**src/rtl/kbd_pkg.sv**
```systemverilog
// Shared types for the keyboard command scheduler: command codes,
// PS/2 make-code constants, issue FSM states and the key decoder.
package kbd_pkg;

    typedef enum logic [3:0] {
        CMD_NONE   = 4'd0,
        CMD_LEFT   = 4'd1,
        CMD_RIGHT  = 4'd2,
        CMD_UP     = 4'd3,
        CMD_DOWN   = 4'd4,
        CMD_PLACE  = 4'd5,
        CMD_ROTATE = 4'd6,
        CMD_SEL1   = 4'd7,
        CMD_SEL2   = 4'd8,
        CMD_SEL3   = 4'd9
    } cmd_t;

    localparam logic [7:0] SC_LEFT_A  = 8'h6B;
    localparam logic [7:0] SC_LEFT_B  = 8'h1C;
    localparam logic [7:0] SC_RIGHT_A = 8'h74;
    localparam logic [7:0] SC_RIGHT_B = 8'h23;
    localparam logic [7:0] SC_UP_A    = 8'h75;
    localparam logic [7:0] SC_UP_B    = 8'h1D;
    localparam logic [7:0] SC_DOWN_A  = 8'h72;
    localparam logic [7:0] SC_DOWN_B  = 8'h1B;
    localparam logic [7:0] SC_PLACE   = 8'h29;
    localparam logic [7:0] SC_ROTATE  = 8'h2D;
    localparam logic [7:0] SC_SEL1    = 8'h16;
    localparam logic [7:0] SC_SEL2    = 8'h1E;
    localparam logic [7:0] SC_SEL3    = 8'h26;

    typedef enum logic [1:0] {
        ST_IDLE,
        ST_ISSUE,
        ST_HOLD
    } issue_state_t;

    // Prefix bytes (E0, F0) and every other code map to CMD_NONE.
    function automatic cmd_t decode_scan(input logic [7:0] sc);
        cmd_t c;
        case (sc)
            SC_LEFT_A,  SC_LEFT_B:  c = CMD_LEFT;
            SC_RIGHT_A, SC_RIGHT_B: c = CMD_RIGHT;
            SC_UP_A,    SC_UP_B:    c = CMD_UP;
            SC_DOWN_A,  SC_DOWN_B:  c = CMD_DOWN;
            SC_PLACE:               c = CMD_PLACE;
            SC_ROTATE:              c = CMD_ROTATE;
            SC_SEL1:                c = CMD_SEL1;
            SC_SEL2:                c = CMD_SEL2;
            SC_SEL3:                c = CMD_SEL3;
            default:                c = CMD_NONE;
        endcase
        return c;
    endfunction

endpackage

```
**src/rtl/cmd_fifo.sv**
```systemverilog
// Synchronous command FIFO; DEPTH must be a power of two so the
// pointers wrap naturally. Push into a full FIFO succeeds only with a pop.
module cmd_fifo #(
    parameter int DEPTH = 4,
    parameter int WIDTH = 4
) (
    input  logic                     CLOCK_50,
    input  logic                     reset,
    input  logic                     push,
    input  logic                     pop,
    input  logic [WIDTH-1:0]         din,
    output logic [WIDTH-1:0]         dout,
    output logic                     full,
    output logic                     empty,
    output logic [$clog2(DEPTH):0]   level
);

    localparam int AW = $clog2(DEPTH);
    localparam logic [AW:0] FULL_LVL = (AW+1)'(DEPTH);

    logic [WIDTH-1:0] mem [DEPTH];
    logic [AW-1:0]    wr_ptr;
    logic [AW-1:0]    rd_ptr;
    logic             do_push;
    logic             do_pop;

    assign full    = (level == FULL_LVL);
    assign empty   = (level == '0);
    assign do_pop  = pop && !empty;
    assign do_push = push && (!full || do_pop);
    assign dout    = mem[rd_ptr];

    // Storage write; contents need no reset since level gates reads.
    always_ff @(posedge CLOCK_50) begin
        if (do_push)
            mem[wr_ptr] <= din;
    end

    // Pointer and occupancy bookkeeping.
    always_ff @(posedge CLOCK_50 or posedge reset) begin
        if (reset) begin
            wr_ptr <= '0;
            rd_ptr <= '0;
            level  <= '0;
        end else begin
            if (do_push)
                wr_ptr <= wr_ptr + 1'b1;
            if (do_pop)
                rd_ptr <= rd_ptr + 1'b1;
            case ({do_push, do_pop})
                2'b10:   level <= level + 1'b1;
                2'b01:   level <= level - 1'b1;
                default: level <= level;
            endcase
        end
    end

endmodule

```
**src/rtl/kbd_cmd_scheduler.sv**
```systemverilog
// PS/2 make codes -> queued game commands, one per tick over valid/ready.
// Optional KBD_DROP_CNT_EN adds a saturating drop_count output.
module kbd_cmd_scheduler
    import kbd_pkg::*;
#(
    parameter int TICK_DIV   = 1_000_000,
    parameter int FIFO_DEPTH = 4
) (
    input  logic                          CLOCK_50,
    input  logic                          reset,
    input  logic [7:0]                    scan_code,
    input  logic                          make_pulse,
    output logic                          tick,
    output logic                          cmd_valid,
    output logic [3:0]                    cmd_code,
    input  logic                          cmd_ready,
    output logic                          show_title,
    output logic [$clog2(FIFO_DEPTH):0]   fifo_level
`ifdef KBD_DROP_CNT_EN
    ,
    output logic [7:0]                    drop_count
`endif
);

    localparam int CW = $clog2(TICK_DIV);
    localparam logic [CW-1:0] CNT_LAST = CW'(TICK_DIV - 1);

    cmd_t         key_cmd;
    logic         push_req;
    logic         push_ok;
    logic         pop;
    logic         fifo_full;
    logic         fifo_empty;
    logic [3:0]   fifo_dout;
    logic [CW-1:0] cnt;
    logic [CW-1:0] cnt_next;
    issue_state_t state;
    issue_state_t state_next;

    assign key_cmd  = decode_scan(scan_code);
    assign push_req = make_pulse && !show_title && (key_cmd != CMD_NONE);
    assign push_ok  = push_req && (!fifo_full || pop);

    cmd_fifo #(
        .DEPTH (FIFO_DEPTH),
        .WIDTH (4)
    ) u_fifo (
        .CLOCK_50 (CLOCK_50),
        .reset    (reset),
        .push     (push_ok),
        .pop      (pop),
        .din      (key_cmd),
        .dout     (fifo_dout),
        .full     (fifo_full),
        .empty    (fifo_empty),
        .level    (fifo_level)
    );

    // First keystroke after reset only dismisses the title screen.
    always_ff @(posedge CLOCK_50 or posedge reset) begin
        if (reset)
            show_title <= 1'b1;
        else if (make_pulse)
            show_title <= 1'b0;
    end

    // Next tick-counter value, wrapping at TICK_DIV-1.
    always_comb begin
        cnt_next = cnt + 1'b1;
        if (cnt == CNT_LAST)
            cnt_next = '0;
    end

    // Tick counter; tick is registered and tracks cnt == TICK_DIV-1.
    always_ff @(posedge CLOCK_50 or posedge reset) begin
        if (reset) begin
            cnt  <= '0;
            tick <= 1'b0;
        end else begin
            cnt  <= cnt_next;
            tick <= (cnt_next == CNT_LAST);
        end
    end

    // Issue FSM next state; a pop happens only on an IDLE tick.
    always_comb begin
        state_next = state;
        pop        = 1'b0;
        unique case (state)
            ST_IDLE: begin
                if (tick && !fifo_empty && !show_title) begin
                    pop        = 1'b1;
                    state_next = ST_ISSUE;
                end
            end
            ST_ISSUE: begin
                if (cmd_ready)
                    state_next = ST_HOLD;
            end
            ST_HOLD: begin
                if (tick)
                    state_next = ST_IDLE;
            end
            default: state_next = ST_IDLE;
        endcase
    end

    // FSM state plus registered valid and command outputs.
    always_ff @(posedge CLOCK_50 or posedge reset) begin
        if (reset) begin
            state     <= ST_IDLE;
            cmd_valid <= 1'b0;
            cmd_code  <= 4'd0;
        end else begin
            state     <= state_next;
            cmd_valid <= (state_next == ST_ISSUE);
            if (pop)
                cmd_code <= fifo_dout;
        end
    end

`ifdef KBD_DROP_CNT_EN
    // Count rejected pushes, saturating at 255.
    always_ff @(posedge CLOCK_50 or posedge reset) begin
        if (reset)
            drop_count <= 8'd0;
        else if (push_req && !push_ok && drop_count != 8'hFF)
            drop_count <= drop_count + 8'd1;
    end
`endif

endmodule

```
**config.mk**
```make
export PLATFORM = sky130hd
export DESIGN_NAME = kbd_cmd_scheduler
export DESIGN_NICKNAME = d
export VERILOG_FILES = /design/src/rtl/kbd_pkg.sv /design/src/rtl/cmd_fifo.sv /design/src/rtl/kbd_cmd_scheduler.sv
export SDC_FILE = /design/constraint.sdc
export NUM_CORES = 1
export LEC_CHECK = 0
export ABC_AREA = 1
export ABC_CLOCK_PERIOD_IN_PS = 3150
export CAP_MARGIN = 20
export CORE_ASPECT_RATIO = 0.6
export CORE_MARGIN = 3
export CORE_UTILIZATION = 47
export CTS_BUF_LIST = sky130_fd_sc_hd__clkbuf_4 sky130_fd_sc_hd__clkbuf_8 sky130_fd_sc_hd__clkbuf_16
export CTS_CLUSTER_SIZE = 24
export DETAILED_ROUTE_END_ITERATION = 8
export PLACE_DENSITY = 0.65
export SYNTH_ARGS = -nofsm -noshare
export SYNTH_HDL_FRONTEND = slang
export SYNTH_SLANG_ARGS = --single-unit
export TNS_END_PERCENT = 100
```
**constraint.sdc**
```tcl
create_clock -name CLOCK_50 -period 3.15 [get_ports CLOCK_50]
set_input_delay 0.315 -clock CLOCK_50 [delete_from_list [all_inputs] [get_ports CLOCK_50]]
set_output_delay 0.315 -clock CLOCK_50 [all_outputs]
set_load 0.03 [all_outputs]
```
==> results of run 1 <==
## worst paths after layout
kind | from | endpoint | slack [ns] | cells after the start
worst max-delay path | scan_code[0] | u_fifo.level[2]$_DFFE_PP0P_ | 0.59 | 15
worst min-delay path | reset | u_fifo.level[0]$_DFFE_PP0P_ | 0.40 | 3
worst max register to register | show_title$_DFFE_PP1P_ | u_fifo.level[2]$_DFFE_PP0P_ | 0.89 | 10
worst min register to register | cmd_code[2]$_DFFE_PP0P_ | cmd_code[2]$_DFFE_PP0P_ | 0.49 | 2
max in group asynchronous | reset | show_title$_DFFE_PP1P_ | 2.39 | 3
min in group CLOCK_50 | cmd_code[2]$_DFFE_PP0P_ | cmd_code[2]$_DFFE_PP0P_ | 0.49 | 2
## sequential cells by signal, summed over array words and instances, names as in the netlist
name and flops:
u_fifo.rd_ptr 2, u_fifo.mem 16, cnt 20, tick 1
state 2, cmd_valid 1, u_fifo.wr_ptr 2, cmd_code 4
show_title 1, u_fifo.level 3
## worst max-delay path, stage by stage
cell and delay, ns:
clkdlybuf4s50_1 0.52, inv_1 0.10, nand2_1 0.09, nor2_1 0.07, nand2_1 0.10, nand2_1 0.06
nor2_1 0.15, nand3_1 0.13, nand2_1 0.21, ha_1 0.19, inv_1 0.06, fa_1 0.37
a21oi_1 0.14, o21ai_0 0.11, xnor2_1 0.13
## layer usage
layer / part of all wire (%) / up-vias / track usage [%]
met5: 0 / - / 0
met4: 0.84 / 0 / 4.31
met3: 7.0 / 6 / 4.10
met2: 38 / 80 / 24.9
met1: 55 / 1008 / 28.3
li1: - / 1186 / -
## stage by stage
step | hold slack [ns] | power, mW | util [%] | worst slack [ns] | cells
2_1_floorplan | 0.348 | 0.874 | - | 0.964 | 356
3_3_place_gp | 0.463 | 0.946 | 55.4 | 0.360 | 458
3_5_place_dp | 0.466 | 0.946 | 55.4 | 0.271 | 458
4_1_cts | 0.413 | 1.34 | 56.9 | 0.611 | 466
5_1_grt | 0.436 | 1.39 | 56.9 | 0.366 | 466
6_report | 0.399 | 1.32 | 56.9 | 0.592 | 466
## cell usage after synthesis, drive strengths merged
cell type	count	share of area, %
clkbuf	1	0.13
xnor2	2	0.61
xor2	6	1.8
a21oi	3	0.53
and2	1	0.22
nand2	94	13
o22ai	4	0.88
o21bai	1	0.26
ha	6	2.6
o31ai	3	0.79
nand3	25	4.9
o21ai	13	2.4
fa	1	0.70
edfxtp	16	17
inv	66	8.7
a41oi	1	0.31
nor3	10	2.3
nand4	13	2.9
dfstp	1	0.92
dfrtp	35	31
nor2	53	8.6
or2	1	0.22
## cells by family after synthesis
kind of cell	after synthesis	synth area share, %
fa+ha+maj	7	3.34
buf+inv	67	8.82
simple gates	197	31.7
xor+xnor	8	2.46
compound gates	25	5.18
flops	52	48.5
## power groups by stage
| stage | Clock (mW) | Combinational [mW] | Sequential (mW) |
|---|---|---|---|
| 3_5_place_dp | 0 | 0.183 | 0.763 |
| 5_1_grt | 0.430 | 0.209 | 0.755 |
| 6_report | 0.389 | 0.182 | 0.750 |
| 3_3_place_gp | 0 | 0.182 | 0.764 |
| 4_1_cts | 0.403 | 0.184 | 0.750 |
| 2_1_floorplan | 0 | 0.0880 | 0.786 |
## cell type report
| class | instances | area [um2] |
|---|---|---|
| timing repair buffer | 23 | 225 |
| multi-input combinational | 237 | 1220 |
| tap | 80 | 100 |
| clock inverter | 3 | 21.3 |
| fill | 548 | 2470 |
| inverter | 66 | 248 |
| clock buffer | 5 | 68.8 |
| sequential | 52 | 1380 |
## cell usage in the layout, fill, tap and decap left out, drive strengths merged, types with 5 or more instances in the layout
cell type / netlist / routed
clkbuf: 1 / 5
clkdlybuf4s50: 0 / 21
dfrtp: 35 / 35
edfxtp: 16 / 16
ha: 6 / 6
inv: 66 / 67
nand2: 94 / 94
nand3: 25 / 25
nand4: 13 / 13
nor2: 53 / 53
nor3: 10 / 10
o21ai: 13 / 13
xor2: 6 / 6
==> impl_results.md, run 1 <==
- Port bufs: 21
- Detailed-route DRC error count: 0
- Sw frac: 27.9%
- First-pass GRT wire length: 9.94 mm
- Synth Register Bits: 52
- Max Clk Rate: 391 MHz
- Die Wd: 107 um
- Clock root cell: clkbuf_8
- Resize count post-CTS: 0
- GRT Total Usage: 18.1%
- Final wirelength: 5.86 mm
- Final hold violation count: 0
- CP Class: input pin to flop
- Slew margin rel.: 69.0%
- Synth warn: 0
- Clock Skew: 0.0166 ns
- Final HPWL DP: 4.59 mm
- Die Y: 66.3 um
- Crit path arrival time: 2.76 ns
- Total of max-cap violations: 0
- Clock net sink count: 52
- Diodes inserted: 0
- Pin count of the biggest net entering global routing: 37
- Worst Hold Class: input pin to asynchronous set/reset pin
- Cells after Synth: 356
- Internal power: 0.952 mW
- Core area: 5730 um2
- Psw: 0.369 mW
- Peak VDD IR: 0.000452 V
- Worst-Skew Late Latency: 0.31 ns
- Post-route setup TNS: 0 ns
- P_leak: 1.56 nW
- Startpoint types: input pin
- Initial antenna violation count: 0
- RSZ-0062 raised after global routing: false
- Dpl cell area: 3170 um2
- GPL Wtd Cong: 0.843
- H-tree Lvls: 2
- Drt pass-1 iters: 4
- Layout net count: 404
- P per Cell Area: 405 nW/um2
- Site row count: 21
- Mapped Nets: 375
- Ports: 22
- Layout cell share with drive strength beyond 1: 8.03%
- CTS clock-pin slew for the worst setup and hold paths: 0.09 ns
- CTS Hold Buffers Added: 0
- Post-CTS Setup Inserts: 0
- Combinational share of power: 13.8%
- CP Data Required Time: 3.35 ns
- Clock network power share: 29.5%
- Routed len/inst: 12.6 um
- Reg power frac: 56.8%
- Seq/Total Area, Yosys: 48.5%
- Fin. max-slew vios: 0
- Outcome: finished clean
- Crit end category: flop
- Max Root-Sink Buffers: 2
- Synth Cell Area: 2850 um2
- Initial DRC count: 129
- Global route overflow: 0
- Measured slew at the worst slew-check pin: 0.465 ns
- Worst-path maximum fanout: 7
- Synth cell types: 29
- Final min period: 2.56 ns
- Syn avg cell area: 8.01 um2
- CTS tree: built
- Number of buffers created by CTS: 5
- Post-DRT Antenna Nets: 0
- Vias in the first global route: 2165
- Die area: 7070 um2
- Synthesis-to-finish area growth: 14.4%
- Initial core utilization: 49.8%
- # setup viols final: 0
- Vias per cell: 4.89
- Fin area: 3260 um2
- Fin crit share: 81.2%
- Vias: 2280
No activity file was read; power rests on OpenSTA's default activity.
==> run 2: changes to the inputs <==
--- a/config.mk
+++ b/config.mk
@@ -6,7 +6,7 @@
 export NUM_CORES = 1
 export LEC_CHECK = 0
 export ABC_AREA = 1
-export ABC_CLOCK_PERIOD_IN_PS = 3150
+export ABC_CLOCK_PERIOD_IN_PS = 2550
 export CAP_MARGIN = 20
 export CORE_ASPECT_RATIO = 0.6
 export CORE_MARGIN = 3
==> constraint.sdc (replaced) <==
create_clock -name CLOCK_50 -period 2.55 [get_ports CLOCK_50]
set_input_delay 0.255 -clock CLOCK_50 [delete_from_list [all_inputs] [get_ports CLOCK_50]]
set_output_delay 0.255 -clock CLOCK_50 [all_outputs]
set_load 0.03 [all_outputs]
==> impl_results.md, run 2 (synthesis results as in run 1) <==
- Detailed-route DRC error count: 0 (unchanged)
- Max Root-Sink Buffers: 2 (unchanged)
- Initial DRC count: 224 (+74%)
- Slew margin rel.: 69.4% (+0.38 points)
- Vias: 2294 (+0.61%)
- Fin crit share: 90.2%
- Final HPWL DP: 4.57 mm (-0.41%)
- Post-CTS Setup Inserts: 0 (unchanged)
- Routed len/inst: 12.2 um (-2.9%)
- Post-layout total power: 1.73 mW (+31%)
- CP Class: input pin to flop
- Diodes inserted: 0 (unchanged)
- Layout cell share with drive strength beyond 1: 10.2% (+2.1 points)
- Number of buffers created by CTS: 5 (unchanged)
- Place WS: -0.0676 ns (-0.338 ns)
- Crit end category: flop
- Slowest-stage cell, CP: clkdlybuf4s50_1
- Initial core utilization: 49.8% (unchanged)
- Finished Core Util: 58.6% (+1.6 points)
- Core area: 5730 um2 (unchanged)
- RSZ-0062 raised after global routing: false
- Initial antenna violation count: 0 (unchanged)
- Final min period: 2.30 ns
- Crit path arrival time: 2.49 ns (-0.27 ns)
- Max Clk Rate: 435 MHz
- Clock net sink count: 52 (unchanged)
- Post-route setup TNS: 0 ns (unchanged)
- Global route overflow: 0 (unchanged)
- Largest registers: cnt (20), u_fifo.mem (16), cmd_code (4)
- Worst-path maximum fanout: 4 (-3)
- Peak VDD IR: 0.000492 V (+8.8%)
- Most flop-heavy register: cnt
- Worst Hold Class: input pin to asynchronous set/reset pin
- Most common cell after layout, fill and taps aside: nand2_1
- Synthesis-to-finish area growth: 17.7%
- Startpoint types: input pin
- Ports: 22 (unchanged)
- Fin area: 3360 um2 (+2.9%)
- Final wirelength: 5.79 mm (-1.2%)
- Post-DRT Antenna Nets: 0 (unchanged)
- Site row count: 21 (unchanged)
- # setup viols final: 0 (unchanged)
- Die Y: 66.3 um (unchanged)
- Clock root cell: clkbuf_8
- Vias per cell: 4.84 (-1.1%)
- H-tree Lvls: 2 (unchanged)
- CTS tree: built
- CP max stage delay: 0.51 ns (about the same)
- Crit path buf inv count: 4 (+1)
- Fin. max-slew vios: 0 (unchanged)
- GPL Wtd Cong: 0.831 (-1.5%)
- Setup WS post-layout: 0.249 ns (-0.343 ns)
- P per Cell Area: 515 nW/um2 (+27%)
- P_leak: 1.62 nW (+3.7%)
- Max FFs per register: 20 (unchanged)
- Clock Skew: 0.00616 ns (-0.0105 ns)
- CP Data Required Time: 2.74 ns (-0.61 ns)
- Layout net count: 412 (+2.0%)
- Commonest non-fill, non-tap cells in the layout: nand2_1, inv_1, nor2_1, dfrtp_1, nand3_1
- Top delay family on crit path: buffers and inverters
- Die area: 7070 um2 (unchanged)
- Outcome: finished clean
- Total of max-cap violations: 0 (unchanged)
- GRT Total Usage: 18.2% (+0.13 points)
- First-pass GRT wire length: 9.99 mm (+0.49%)
- Final hold violation count: 0 (unchanged)
- CTS clock-pin slew for the worst setup and hold paths: 0.09 ns (about the same)
- Fillers: 542 (-1.1%)
- Port bufs: 21 (unchanged)
- Measured slew at the worst slew-check pin: 0.459 ns (-0.00563 ns)
- Worst-Skew Late Latency: 0.30 ns (about the same)
- Vias in the first global route: 2112 (-2.4%)
- Die Wd: 107 um (unchanged)
- Pin count of the biggest net entering global routing: 37 (unchanged)
- Drt pass-1 iters: 5 (+1)
- Dpl cell area: 3230 um2 (+1.9%)
- Crit-path cells: clkdlybuf4s50_1, inv_1, nand2_1, inv_1, nand4_1, nand2_1, nor2_1, nand3_1, nand2_1, ha_1, inv_1, fa_1, a21oi_1, o21ai_0, xnor2_1
==> run 2: tightest hold or removal path, cell delays in order <==
cell and delay [ns]:
clkdlybuf4s50_1 0.39, inv_1 0.05, buf_4 0.39
==> run 2: routing by layer <==
layer / up-vias / GRT usage [%] / wire length (um)
met5: - / 0 / 0
li1: 1206 / - / -
met4: 0 / 3.35 / 21
met2: 53 / 24.1 / 2120
met1: 1033 / 29.6 / 3240
met3: 2 / 4.29 / 409
==> run 2: repair_timing <==
item                       4_1_cts  5_1_grt
resized for setup                0        1
setup endpoints to repair        0        1
hold buffers                     0        0
==> run 2: metrics by stage <==
stage | hold WS, ns | cells
floorplan | 0.288 | 356
global placement | 0.465 | 466
detailed placement | 0.467 | 466
CTS | 0.354 | 474
global route | 0.385 | 474
finish | 0.344 | 474
==> run 2: power breakdown <==
part / total [mW] / internal (mW) / switching [mW]
registers: 0.926 / 0.889 / 0.0369
logic: 0.234 / 0.0953 / 0.139
clock network: 0.569 / 0.307 / 0.262
total: 1.73 / 1.29 / 0.437
==> run 2: worst paths after layout <==
check                                        start                          end  slack, ns  cells past startpoint
min in group CLOCK_50      cmd_code[2]$_DFFE_PP0P_      cmd_code[2]$_DFFE_PP0P_       0.49                      2
setup reg to reg            show_title$_DFFE_PP1P_  u_fifo.level[2]$_DFFE_PP0P_       0.37                     10
hold / removal                               reset  u_fifo.level[0]$_DFFE_PP0P_       0.34                      3
hold reg to reg            cmd_code[2]$_DFFE_PP0P_      cmd_code[2]$_DFFE_PP0P_       0.49                      2
setup / recovery                      scan_code[3]  u_fifo.level[2]$_DFFE_PP0P_       0.25                     15
max in group asynchronous                    reset       show_title$_DFFE_PP1P_       1.86                      3
==> run 2: area by class of cell <==
| type | count | area [um2] | area share [%] |
|---|---|---|---|
| Clock buffer | 8 | 121 | 3.62 |
| Inverter | 66 | 248 | 7.38 |
| Multi-Input combinational cell | 237 | 1220 | 36.3 |
| Sequential cell | 52 | 1380 | 41.2 |
| Tap cell | 80 | 100 | 2.98 |
| Timing Repair Buffer | 31 | 285 | 8.50 |
==> run 3: changes to the inputs <==
--- a/config.mk
+++ b/config.mk
@@ -14,7 +14,7 @@
 export CTS_BUF_LIST = sky130_fd_sc_hd__clkbuf_4 sky130_fd_sc_hd__clkbuf_8 sky130_fd_sc_hd__clkbuf_16
 export CTS_CLUSTER_SIZE = 24
 export DETAILED_ROUTE_END_ITERATION = 8
-export PLACE_DENSITY = 0.65
+export PLACE_DENSITY = 0.78
 export SYNTH_ARGS = -nofsm -noshare
 export SYNTH_HDL_FRONTEND = slang
 export SYNTH_SLANG_ARGS = --single-unit
==> impl_results.md, run 3 (synthesis results as in run 1) <==
- Outcome: finished clean
- Vias per cell: 4.95 (+2.2%)
- Crit end category: flop
- Fin. max-slew vios: 0 (unchanged)
- Diodes inserted: 0 (unchanged)
- Final HPWL DP: 4.56 mm (-0.24%)
- Most common cell after layout, fill and taps aside: nand2_1
- Max Clk Rate: 427 MHz (-1.8%)
- Synthesis-to-finish area growth: 15.9%
- Final min period: 2.34 ns (+0.0412 ns)
- Slew margin rel.: 70.0% (+0.62 points)
- Largest registers: cnt (20), u_fifo.mem (16), cmd_code (4)
- Dpl cell area: 3210 um2 (-0.70%)
- Area of the multi-input gates: 1220 um2 (+0.41%)
- Clock net sink count: 52 (unchanged)
- Total of max-cap violations: 0 (unchanged)
- Placed Cells: 463 (-0.64%)
- Startpoint types: input pin
- Final hold violation count: 0 (unchanged)
- Fillers: 529 (-2.4%)
- P per Cell Area: 491 nW/um2 (-4.8%)
- CTS Hold Buffers Added: 0 (unchanged)
- Site row count: 21 (unchanged)
- Peak VDD IR: 0.000350 V (-29%)
- Register area: 1380 um2 (unchanged)
- Die area: 7070 um2 (unchanged)
- Worst Hold Class: input pin to asynchronous set/reset pin
- H-tree Lvls: 2 (unchanged)
- Finished Layout Cells: 471 (-0.63%)
- # setup viols final: 0 (unchanged)
- First-pass GRT wire length: 10.0 mm (about the same)
- CP max stage delay: 0.52 ns (about the same)
- Initial core utilization: 49.8% (unchanged)
- RSZ-0062 raised after global routing: false
- Drt pass-1 iters: 4 (-1)
- Core area: 5730 um2 (unchanged)
- CP Data Required Time: 2.74 ns (about the same)
- CTS tree: built
- Crit-path cells: clkdlybuf4s50_1, inv_1, nand2_1, nor2_1, nand2_1, nand2_1, nor2_1, nand3_2, nand2_1, ha_1, inv_1, fa_1, a21oi_1, o21ai_0, xnor2_1
- Routed len/inst: 12.2 um (-0.53%)
- Layout cell share with drive strength beyond 1: 9.46% (-0.69 points)
- Max FFs per register: 20 (unchanged)
- Vias: 2330 (+1.6%)
- Most flop-heavy register: cnt
- Max Root-Sink Buffers: 2 (unchanged)
- Clock root cell: clkbuf_8
- Worst-path maximum fanout: 4 (unchanged)
- Ports: 22 (unchanged)
- Detailed-route DRC error count: 0 (unchanged)
- Pin count of the biggest net entering global routing: 37 (unchanged)
- Initial DRC count: 193 (-14%)
- Resize count post-CTS: 0 (unchanged)
- Die Wd: 107 um (unchanged)
- Global route overflow: 0 (unchanged)
- CP Class: input pin to flop
- Port bufs: 21 (unchanged)
- Commonest non-fill, non-tap cells in the layout: nand2_1, inv_1, nor2_1, dfrtp_1
- Final wirelength: 5.72 mm (-1.2%)
- Clock Skew: 0.00712 ns (+0.000963 ns)
- Die Y: 66.3 um (unchanged)
- Fin crit share: 91.9% (+1.6 points)
- Cell mode on critical path: nand2_1
- Worst-Skew Late Latency: 0.30 ns (about the same)
- Layout net count: 409 (-0.73%)
- CTS clock-pin slew for the worst setup and hold paths: 0.09 ns (about the same)
- GPL Wtd Cong: 0.943 (+13%)
- Slowest-stage cell, CP: clkdlybuf4s50_1
- P_leak: 1.59 nW (-1.8%)
- Vias in the first global route: 2195 (+3.9%)
- GRT Total Usage: 17.8% (-0.36 points)
- Crit path arrival time: 2.53 ns (+0.04 ns)
- Number of buffers created by CTS: 5 (unchanged)
- Finished Core Util: 57.7% (-0.90 points)
- Measured slew at the worst slew-check pin: 0.450 ns (-0.00923 ns)
- Initial antenna violation count: 0 (unchanged)
- Fin area: 3300 um2 (-1.5%)
- Post-CTS Setup Inserts: 0 (unchanged)
- Post-DRT Antenna Nets: 0 (unchanged)
==> run 3: cell types whose count changed in the layout (fill, tap and decap cells not counted), sizes merged <==
cell      delta
buf          -3
clkinv       +1
clkbuf       -2
clkinvlp     +1
==> run 3: critical path, delay by kind of cell <==
kind / cells / cell delay, ns
simple gates: 7 / 0.70
buf+inv: 3 / 0.68
fa+ha+maj: 2 / 0.52
compound gates: 2 / 0.25
xor+xnor: 1 / 0.13
==> run 3: path summary, 6_finish.rpt <==
kind	end	slack [ns]	cells after the start	startpoint
max	u_fifo.level[2]$_DFFE_PP0P_	0.21	15	scan_code[1]
min	cnt[18]$_DFF_PP0_	0.35	3	reset
max reg2reg	u_fifo.level[2]$_DFFE_PP0P_	0.47	10	show_title$_DFFE_PP1P_
min reg2reg	state[0]$_DFF_PP0_	0.48	1	state[1]$_DFF_PP0_
max in group asynchronous	show_title$_DFFE_PP1P_	1.86	3	reset
min in group CLOCK_50	state[0]$_DFF_PP0_	0.48	1	state[1]$_DFF_PP0_
==> run 3: per-stage QoR <==
step	hold WS, ns	total power, mW	setup TNS (ns)	setup WS (ns)
2_1_floorplan	0.288	1.08	0	0.364
5_1_grt	0.391	1.71	0	0.0132
6_report	0.347	1.62	0	0.208
4_1_cts	0.364	1.63	0	0.202
3_5_place_dp	0.471	1.18	-0.113	-0.113
3_3_place_gp	0.466	1.17	0	0.0241
==> run 3: final cells by class <==
class / count / share of cell area [%]
Sequential cell: 52 / 41.8
Inverter: 66 / 7.50
Clock inverter: 2 / 0.341
Clock buffer: 6 / 2.31
Timing Repair Buffer: 28 / 7.95
Multi-Input combinational cell: 237 / 37.0
Tap cell: 80 / 3.03
==> run 3: routing by layer <==
metal	share of wire, %	vias up	global-route usage, %
li1	-	1196	-
met1	53	1050	27.8
met2	38	76	24.5
met3	6.8	8	3.41
met4	1.5	0	5.90
met5	0	-	0
==> run 3: power by group <==
part | internal (mW) | leakage [nW] | switching [mW]
combinational | 0.0944 | 0.912 | 0.135
clock | 0.202 | 0.0423 | 0.262
sequential | 0.889 | 0.632 | 0.0387
total | 1.19 | 1.59 | 0.436
